$ cat config.mk
export PLATFORM = sky130hd
export DESIGN_NAME = trng_word_collector
export DESIGN_NICKNAME = d
export VERILOG_FILES = /design/src/rtl/trng_word_collector.sv
export SDC_FILE = /design/constraint.sdc
export NUM_CORES = 1
export LEC_CHECK = 0
export ABC_AREA = 1
export ABC_CLOCK_PERIOD_IN_PS = 2200
export CAP_MARGIN = 20
export CORE_ASPECT_RATIO = 1.75
export CORE_MARGIN = 2
export CORE_UTILIZATION = 40
export DETAILED_ROUTE_END_ITERATION = 10
export GPL_TIMING_DRIVEN = 1
export PLACE_DENSITY = 0.63
export SLEW_MARGIN = 20
export SYNTH_ARGS = -nofsm -noshare
export SYNTH_HDL_FRONTEND = slang
export SYNTH_SLANG_ARGS = --single-unit
$ cat constraint.sdc
create_clock -name clk -period 2.2 [get_ports clk]
set_input_delay 0.44 -clock clk [delete_from_list [all_inputs] [get_ports clk]]
set_output_delay 0.44 -clock clk [all_outputs]
set_load 0.01 [all_outputs]
$ cat src/rtl/trng_word_collector.sv
// trng_word_collector: packs the accepted TRNG bit stream into WORD_W-bit
// words (first accepted bit in bit 0), runs a repetition-count health test,
// and buffers completed words in a first-word fall-through FIFO that is read
// over a valid/ready handshake.
module trng_word_collector #(
    parameter int WORD_W     = 32,
    parameter int FIFO_DEPTH = 4,
    parameter int RCT_LIMIT  = 16
) (
    input  logic                          clk,
    input  logic                          rst_n,
    input  logic                          enable,
    input  logic                          random_bit,
    input  logic                          random_valid,
    output logic [WORD_W-1:0]             word_data,
    output logic                          word_valid,
    input  logic                          word_ready,
    output logic [$clog2(FIFO_DEPTH):0]   fifo_level,
    output logic                          rct_fail,
    output logic                          overflow,
    input  logic                          clear_fail
);

    localparam int CW = $clog2(WORD_W);
    localparam int AW = $clog2(FIFO_DEPTH);
    localparam int LW = AW + 1;
    localparam int RW = $clog2(RCT_LIMIT + 1);

    localparam logic [CW-1:0] CNT_LAST  = CW'(WORD_W - 1);
    localparam logic [RW-1:0] RUN_LIMIT = RW'(RCT_LIMIT);
    localparam logic [LW-1:0] LVL_FULL  = LW'(FIFO_DEPTH);

    // Registered state
    logic [CW-1:0]     cnt_r;
    logic [WORD_W-1:0] sr_r;
    logic [WORD_W-1:0] mem_r [FIFO_DEPTH];
    logic [AW-1:0]     rd_ptr_r;
    logic [AW-1:0]     wr_ptr_r;
    logic [LW-1:0]     level_r;
    logic [RW-1:0]     run_r;
    logic              last_bit_r;
    logic              rct_fail_r;
    logic              overflow_r;
    logic [WORD_W-1:0] head_r;
    logic              valid_r;

    // Next-state / combinational signals
    logic              accept_s;
    logic [WORD_W-1:0] shifted_s;
    logic              complete_s;
    logic [RW-1:0]     run_next_s;
    logic              last_bit_next_s;
    logic              trip_s;
    logic              push_req_s;
    logic              pop_s;
    logic              full_s;
    logic              push_ok_s;
    logic              drop_s;
    logic [LW-1:0]     remain_s;
    logic [LW-1:0]     level_next_s;
    logic [AW-1:0]     rd_ptr_next_s;
    logic [AW-1:0]     wr_ptr_next_s;
    logic [WORD_W-1:0] head_next_s;
    logic [CW-1:0]     cnt_next_s;
    logic [WORD_W-1:0] sr_next_s;
    logic              rct_fail_next_s;
    logic              overflow_next_s;

    assign accept_s   = enable & random_valid & ~rct_fail_r;
    assign shifted_s  = {random_bit, sr_r[WORD_W-1:1]};
    assign complete_s = accept_s & (cnt_r == CNT_LAST);

    // Repetition-count run tracking; run_r==0 means no bit seen since reset/clear
    always_comb begin
        run_next_s      = run_r;
        last_bit_next_s = last_bit_r;
        if (clear_fail) begin
            run_next_s      = {RW{1'b0}};
            last_bit_next_s = last_bit_r;
        end else if (accept_s) begin
            last_bit_next_s = random_bit;
            if ((run_r != {RW{1'b0}}) && (random_bit == last_bit_r)) begin
                if (run_r == RUN_LIMIT) begin
                    run_next_s = run_r;
                end else begin
                    run_next_s = run_r + RW'(1);
                end
            end else begin
                run_next_s = RW'(1);
            end
        end else begin
            run_next_s      = run_r;
            last_bit_next_s = last_bit_r;
        end
    end

    // A trip discards the word completing on the same edge and flushes the FIFO
    assign trip_s     = accept_s & (run_next_s == RUN_LIMIT);
    assign push_req_s = complete_s & ~trip_s;
    assign pop_s      = valid_r & word_ready & ~rct_fail_r;
    assign full_s     = (level_r == LVL_FULL);
    assign push_ok_s  = push_req_s & (~full_s | pop_s);
    assign drop_s     = push_req_s & full_s & ~pop_s;

    // FIFO pointer/level bookkeeping and the fall-through head word
    always_comb begin
        remain_s      = level_r;
        level_next_s  = level_r;
        rd_ptr_next_s = rd_ptr_r;
        wr_ptr_next_s = wr_ptr_r;
        head_next_s   = {WORD_W{1'b0}};
        if (pop_s) begin
            remain_s      = level_r - LW'(1);
            rd_ptr_next_s = rd_ptr_r + AW'(1);
        end else begin
            remain_s      = level_r;
            rd_ptr_next_s = rd_ptr_r;
        end
        if (push_ok_s) begin
            level_next_s  = remain_s + LW'(1);
            wr_ptr_next_s = wr_ptr_r + AW'(1);
        end else begin
            level_next_s  = remain_s;
            wr_ptr_next_s = wr_ptr_r;
        end
        if (trip_s) begin
            level_next_s  = {LW{1'b0}};
            rd_ptr_next_s = {AW{1'b0}};
            wr_ptr_next_s = {AW{1'b0}};
            head_next_s   = {WORD_W{1'b0}};
        end else if (level_next_s == {LW{1'b0}}) begin
            head_next_s = {WORD_W{1'b0}};
        end else if (remain_s == {LW{1'b0}}) begin
            // FIFO empties this edge except for the word being pushed
            head_next_s = shifted_s;
        end else begin
            head_next_s = mem_r[rd_ptr_next_s];
        end
    end

    // Bit packing; disable, trip and clear all abandon the partial word
    always_comb begin
        cnt_next_s = cnt_r;
        sr_next_s  = sr_r;
        if (~enable | trip_s | clear_fail) begin
            cnt_next_s = {CW{1'b0}};
            sr_next_s  = {WORD_W{1'b0}};
        end else if (accept_s) begin
            sr_next_s = shifted_s;
            if (complete_s) begin
                cnt_next_s = {CW{1'b0}};
            end else begin
                cnt_next_s = cnt_r + CW'(1);
            end
        end else begin
            cnt_next_s = cnt_r;
            sr_next_s  = sr_r;
        end
    end

    // Sticky flags; a new overflow event wins over a coincident clear
    always_comb begin
        rct_fail_next_s = rct_fail_r;
        overflow_next_s = overflow_r;
        if (trip_s) begin
            rct_fail_next_s = 1'b1;
        end else if (clear_fail) begin
            rct_fail_next_s = 1'b0;
        end else begin
            rct_fail_next_s = rct_fail_r;
        end
        if (drop_s) begin
            overflow_next_s = 1'b1;
        end else if (clear_fail) begin
            overflow_next_s = 1'b0;
        end else begin
            overflow_next_s = overflow_r;
        end
    end

    // Control, packing and output registers
    always_ff @(posedge clk or negedge rst_n) begin
        if (!rst_n) begin
            cnt_r      <= {CW{1'b0}};
            sr_r       <= {WORD_W{1'b0}};
            rd_ptr_r   <= {AW{1'b0}};
            wr_ptr_r   <= {AW{1'b0}};
            level_r    <= {LW{1'b0}};
            run_r      <= {RW{1'b0}};
            last_bit_r <= 1'b0;
            rct_fail_r <= 1'b0;
            overflow_r <= 1'b0;
            head_r     <= {WORD_W{1'b0}};
            valid_r    <= 1'b0;
        end else begin
            cnt_r      <= cnt_next_s;
            sr_r       <= sr_next_s;
            rd_ptr_r   <= rd_ptr_next_s;
            wr_ptr_r   <= wr_ptr_next_s;
            level_r    <= level_next_s;
            run_r      <= run_next_s;
            last_bit_r <= last_bit_next_s;
            rct_fail_r <= rct_fail_next_s;
            overflow_r <= overflow_next_s;
            head_r     <= head_next_s;
            valid_r    <= (level_next_s != {LW{1'b0}});
        end
    end

    // FIFO storage
    always_ff @(posedge clk or negedge rst_n) begin
        if (!rst_n) begin
            for (int i = 0; i < FIFO_DEPTH; i++) begin
                mem_r[i] <= {WORD_W{1'b0}};
            end
        end else if (push_ok_s) begin
            mem_r[wr_ptr_r] <= shifted_s;
        end
    end

    assign word_data  = head_r;
    assign word_valid = valid_r;
    assign fifo_level = level_r;
    assign rct_fail   = rct_fail_r;
    assign overflow   = overflow_r;

endmodule
==> impl_metrics.py, run 1 <==
metrics = {
    "sta": {
        "worst_pin_slew_ns": 0.568,
        "layout_setup_ws_ns": -0.164,
        "final_hold_viol_count": 0,
        "setup_viol": 130,
        "slew_viol_final": 0,
        "fin_crit_ns": 2.36,
        "rsz0062_at_grt": "true",
        "fin_tns_setup_ns": -10.07,
        "clock.fmax_mhz": 423,
        "skew_ns": 0.0185,
        "timing.hold.ws_ns": 0.475,
        "relSlewSlack": 0.619,
        "fin_crit_sh": 1.07,
    },
    "floorplan": {
        "die_w_um": 124,
        "die_area_um2": 26500,
        "dieHeight_um": 214,
        "initial_core_util": 0.408,
        "rows": 76,
        "boundaryPins": 45,
        "coreArea_um2": 24600,
    },
    "cells_and_area": {
        "utilization": 0.557,
        "drive_gt1_frac": 0.268,
        "multi_input_area_um2": 4640,
        "fillers": 2127,
        "antenna_cells": 0,
        "syn_to_final_growth_pct": 36.6,
        "register_area_um2": 5310,
        "nets": 1357,
    },
    "run_status": {
        "outcome": "complete, but fails checks",
        "violations": "setup timing",
    },
    "power": {
        "p_total_mw": 7.83,
        "p_per_area_nw_per_um2": 570,
        "p_leak_nw": 6.90,
        "vdd_drop_max_v": 0.000502,
    },
    "critical_path": {
        "cp_cell_sequence": "nor2_2 > nand3_2 > nand2_2 > nand2_2 > nand3_2 > nand2_2 > nor2_4 > nand3_4 > nand3_4 > buf_6 > nand2_4 > nand2_2 > nand3_4 > clkbuf_16 > nand2_2 > inv_1",
        "cp.required_ns": 2.60,
        "reg2reg_to": "word_data[8]",
        "path_common_cell": "nand2_2",
        "reg2reg_depth": 16,
        "path_buf_inv": 3,
        "crit_type": "flip-flop to flip-flop",
        "r2r_start": "run_r[3]",
        "worstPathArrival_ns": 2.77,
        "crit_fanout": 6,
        "r2r_slack_ns": -0.16,
        "cpPeakStageDelay_ns": 0.47,
        "cp_slowest_cell": "dfrtp_1",
        "crit_path_start_kind": "flip-flop",
        "cp_top_family": "simple AND/OR/NAND/NOR gates",
        "crit_path_end_kind": "flip-flop",
    },
    "place": {
        "gp_congestion": 0.869,
        "pre_cts_ws_ns": -0.483,
        "port_buffers": 44,
        "dpl.hpwl_mm": 17.2,
    },
    "detailed_routing": {
        "highest_layer": "met4",
        "route.detailed.drc": 0,
        "dr_total_vias": 8883,
        "dr_wl_met2_mm": 16.1,
        "dr_wl_met3_mm": 1.16,
        "drt-pass1-iter-count": 5,
        "drt_iter0_drc": 629,
        "wl_per_cell_um": 17.9,
        "routedLengthMet1_mm": 11.4,
        "antenna_left": 0,
        "routed_via_density": 5.34,
        "routed_wl_mm": 29.8,
    },
    "synthesis": {
        "synthArstFlopShare": 1.00,
        "ys_ff_latch": 212,
        "yosys.area.top_type": "dfrtp_1",
        "ys_types": 30,
        "synth-edff-count": 0,
        "synth_top_area_share": 0.528,
        "synthTopCellsByCount": "nand2_1, dfrtp_1, o21ai_0, inv_1, nand4_1",
        "synth_flop_cell": "dfrtp_1",
        "synthTopCellsByArea": "dfrtp_1, nand2_1, o21ai_0, inv_1, nand4_1",
        "avgSynthCellArea_um2": 8.26,
        "syn-cell-area_um2": 10100,
        "synth_most_common_cell": "nand2_1",
        "yosys_warnings": 0,
        "synth_nets": 1236,
        "synth_seq_area_share": 0.528,
        "netlist_instances": 1217,
    },
    "global_routing": {
        "grt_pass1_wl_mm": 45.5,
        "grt_use_total": 0.221,
        "grt_max_degree": 69,
        "antenna_found_initial": 0,
        "grt_pass1_vias": 8739,
        "overflow": 0,
    },
    "cts": {
        "cts_buffer_depth": 3,
        "root_buffer": "clkbuf_16",
        "cts.sinks": 212,
        "clk_pin_slew_ns": 0.06,
        "tritoncts": "done",
        "h-tree-depth": 1,
        "cts_made_buffers": 21,
        "clk_latency_ns": 0.52,
    },
    "worst_hold_path": {
        "hold_class": "input pin to async pin",
    },
    "job": {
        "drv_cap": 0,
    },
}
where the power goes:
part	internal [mW]	switching, mW
sequential	3.91	0.0164
clock	1.99	1.54
combinational	0.136	0.232
total	6.03	1.79
flip-flops by register name (all words and copies together), names as in the netlist:
| register | count |
|---|---|
| mem_r | 128 |
| word_data | 32 |
| sr_r | 31 |
| cnt_r | 5 |
| run_r | 5 |
| fifo_level | 3 |
| rd_ptr_r | 2 |
| wr_ptr_r | 2 |
| last_bit_r | 1 |
| overflow | 1 |
| rct_fail | 1 |
| word_valid | 1 |
metal layers:
metal	track usage	up-vias
met5	0	-
met4	0.0968	0
met3	0.0266	71
met2	0.397	238
met1	0.261	4351
li1	-	4223
placed cells by master, fill, tap and decap left out, types with 3 or more instances in the layout:
cell type        netlist  final
inv_2                  2      5
o21ai_1                6     47
nor2_1                49     42
clkdlybuf4s50_1        0     43
nand3_2                1      6
a211oi_2               0      5
xor2_1                 6      3
buf_16                 0      3
buf_4                  8     66
nand4_1               52     52
o31ai_2                0      3
nand3_4                1      3
buf_8                  0      6
inv_1                135    131
nand2_1              354    262
nand2_2                1     68
nor2_4                 1      3
nand3_1               20     13
clkbuf_8               0      7
dfrtp_1              212    210
o21ai_0              150     59
clkbuf_16              0     29
nand2_4                0     25
o21a_1                14     14
o21ai_2                0     49
a21oi_1               41     39
buf_6                  0     22
nor2_2                 1      6
a211oi_1              33     28
ha_1                  12     10
o211ai_1              32     32
clkinv_2               0      5
buf_12                 0     32
cells by family (layout without fill, tap and decap cells):
kind of cell | count (synthesis) | in the layout | share of synthesized area
and+or+nand+nor | 483 | 483 | 0.201
AOI/OAI and AO/OA | 283 | 283 | 0.162
buffers and inverters | 221 | 356 | 0.0889
DFF | 212 | 212 | 0.528
adders and majority gates | 12 | 12 | 0.0149
xor gates and xnor gates | 6 | 6 | 0.00523
through the flow:
step,std cells,cell area (um^2)
after detailed placement,1581,11500
after global placement,1581,11500
after CTS,1650,12700
after floorplan,1217,10100
final,1664,13700
after global routing,1664,13700
layout make-up:
cell class                      count  share of cell area
Inverter                          138              0.0379
Clock buffer                       29              0.0456
Sequential cell                   212               0.387
Timing Repair Buffer              181               0.160
Clock inverter                      8             0.00355
Tap cell                          312              0.0284
Multi-Input combinational cell    784               0.338
how the worst max path moves through the flow:
stage / from / endpoint / slack, ns / depth (start not counted)
final: run_r[3] / word_data[8] / -0.16 / 16
after global routing: run_r[1] / word_data[15] / -0.26 / 17
after CTS: run_r[0] / word_valid / -0.06 / 15
after detailed placement: word_ready / word_data[2] / -0.48 / 11
after global placement: word_ready / word_data[2] / -0.46 / 11
after floorplan: fifo_level[0] / word_data[0] / 0.08 / 11
timing repair:
item,4_1_cts,5_1_grt
gates cloned,7,10
hold buffers,1,0
pin swaps,5,43
setup buffers,24,11
resized for setup,68,299
endpoints found under the setup margin,157,187
endpoints found under the hold margin,61,0
(Power assumes the default switching activity.)
==> inputs of run 2 (changes only) <==
SLEW_MARGIN = 30   (was 20)
==> results of run 2 <==
No change in the layout: final DEF, timing and power equal those of run 1.
==> variant (flow settings as in run 2) <==
Set the parameter `RCT_LIMIT` to 32 (it was 16).
--- a/src/rtl/trng_word_collector.sv
+++ b/src/rtl/trng_word_collector.sv
@@ -5,7 +5,7 @@
 module trng_word_collector #(
     parameter int WORD_W     = 32,
     parameter int FIFO_DEPTH = 4,
-    parameter int RCT_LIMIT  = 16
+    parameter int RCT_LIMIT  = 32
 ) (
     input  logic                          clk,
     input  logic                          rst_n,
Check against the original RTL: same outputs for any inputs over 4 cycles, from zero or initial values and one cycle with rst_n low; that may be too few to reach the edited logic, so the function may still have changed.
==> variant against run 2 <==
  * The run still ends with setup timing left
  * Final cell count increased by 1.4%
  * Setup slack worse by 85 ps
  * Sequential cell count up 1
  * Final area down 3.4%
  * Worst hold slack got worse by 41 ps
  * First-iteration DRC count grew 8.7%
  * Via count decreased by 0.95%
  * Area after synthesis is 1.1% lower
  * Sequential share of layout area rose by 1.5 points
  * Routed wire length fell by 3.8%
  * Critical path type unchanged
  * Highest routed layer unchanged
Power is not compared: it rests on default switching activity, and its combinational part moved more than twofold at a synthesized area within 25%.
==> variant: results (changes against run 2) <==
[timing]
tns_ps = -27480  ; was -10070 ps
setup_viol = 190  ; was 130
worstMarginPinSlew_ps = 488  ; was 568 ps
worst_slack_ps = -249  ; was -164 ps
clock-skew-final_ps = 12.9  ; was 18.5 ps

[drt]
route.vias.total = 8799  ; was 8883
wl_per_cell_um = 17.0  ; was 17.9 um
drt-initial-drc-count = 684  ; was 629

[placement]
pre_cts_ws_ps = -641  ; was -483 ps
place_congestion = 0.859  ; was 0.869
post-dp-hpwl_um = 16900  ; was 17200 um
portBuffers = 44  ; unchanged

[clock_network]
clock_latency_ps = 510
numCtsBuffers = 20  ; was 21

[global_routing]
grt_util_met3 = 0.0209  ; was 0.0266
grt.total_usage = 0.209  ; was 0.221
use_met1 = 0.255  ; was 0.261
grt_pass1_vias = 8569  ; was 8739
met2_usage = 0.376  ; was 0.397
grt_max_degree = 59  ; was 69

[finish]
drive_gt1_frac = 0.223  ; was 0.268
nets = 1381  ; was 1357
regMostFlops = mem_r  ; unchanged
largest_reg_flops = 128  ; unchanged

[logic_synthesis]
synth.net_count = 1233  ; was 1236
synth-main-ff-cell = dfrtp_1  ; unchanged
yosysWarnings = 0  ; unchanged
netlist_top_cells_count = 288 x nand2_1, 213 x dfrtp_1, 209 x o21ai_0, 172 x inv_1, 79 x nor2_1  ; was 354 x nand2_1, 212 x dfrtp_1, 150 x o21ai_0, 135 x inv_1, 52 x nand4_1
netlist_top_cells_area = dfrtp_1 54%, nand2_1 11%, o21ai_0 11%, inv_1 6.5%, nor2_1 3.0%  ; was dfrtp_1 53%, nand2_1 13%, o21ai_0 7.5%, inv_1 5.0%, nand4_1 3.2%
ys_types = 33  ; was 30
yosysSeqAreaShare = 0.536  ; was 0.528
synthArstFlopShare = 1.00  ; unchanged

[setup_path]
arrival_ps = 2830  ; was 2770 ps
slowest_stage = dfrtp_2  ; was dfrtp_1
path_max_fanout = 13  ; was 6

[status]
violations = setup timing  ; unchanged
status = complete, but fails checks  ; unchanged

variant: cell count changes after synthesis, sizes merged, moves of 7 or more:
cell    change
nand4      -45
o211ai     -32
o21ai      +67
nor2       +33
o21a        -7
inv        +38
nand2      -66
nand3      +21
buf        -13
variant: cell type report:
class / instances / area (sq um)
flip-flops and latches: 213 / 5330
inverters: 176 / 664
clock buffers: 29 / 576
fillers: 2189 / 11300
well taps: 312 / 390
repair buffers: 194 / 2190
clock inverters: 6 / 58.8
multi-input cells: 757 / 4050
variant: what timing repair did:
action / 4_1_cts / 5_1_grt
hold buffers: 1 / 0
gates cloned: 3 / 12
buffers inserted: 27 / 3
pin swaps: 17 / 26
endpoints found under the hold margin: 51 / 0
resized for setup: 52 / 165
endpoints found under the setup margin: 191 / 201
variant: routing by layer:
| layer | vias up | routed length [um] |
|---|---|---|
| met4 | 0 | 1110 |
| met5 | - | 0 |
| met1 | 4311 | 11400 |
| met3 | 67 | 1200 |
| met2 | 254 | 15000 |
| li1 | 4167 | - |
variant: cell families (layout without fill, tap and decap cells):
family / Yosys count / count (layout) / synth area share
buffers and inverters: 244 / 405 / 0.0995
AND/OR/NAND/NOR: 428 / 428 / 0.175
AO/OA/AOI/OAI: 312 / 312 / 0.169
adder cells (fa/ha/maj): 12 / 12 / 0.0151
XOR/XNOR: 5 / 5 / 0.00516
flip-flops: 213 / 213 / 0.536
variant: per-stage QoR:
| step | std cells | hold WS [ps] | area, sq um | total power, mW | utilization |
|---|---|---|---|---|---|
| floorplan | 1214 | 144 | 9940 | 7.88 | - |
| global placement | 1610 | 406 | 11600 | 10.8 | 0.472 |
| detailed placement | 1610 | 406 | 11600 | 10.9 | 0.472 |
| CTS | 1676 | 460 | 12600 | 14.5 | 0.516 |
| global route | 1687 | 482 | 13300 | 15.5 | 0.541 |
| finish | 1687 | 434 | 13300 | 14.5 | 0.541 |
variant: worst paths after layout:
| path | from | end | slack (ps) | cells after the start |
|---|---|---|---|---|
| max | rct_fail | mem_r[89] | -250 | 14 |
| min | rst_n | run_r[3] | 430 | 2 |
| max reg2reg | rct_fail | mem_r[89] | -250 | 14 |
| min reg2reg | mem_r[45] | mem_r[45] | 500 | 1 |
| max in group asynchronous | rst_n | word_data[10] | 1090 | 3 |
| min in group clk | random_valid | cnt_r[1] | 490 | 6 |
variant: power breakdown:
group | switching (mW) | leakage, nW | total [mW] | internal [mW]
registers | 0.129 | 2.39 | 4.48 | 4.35
logic | 3.53 | 3.98 | 6.54 | 3.01
clock network | 1.53 | 0.315 | 3.47 | 1.94
total | 5.19 | 6.68 | 14.5 | 9.30
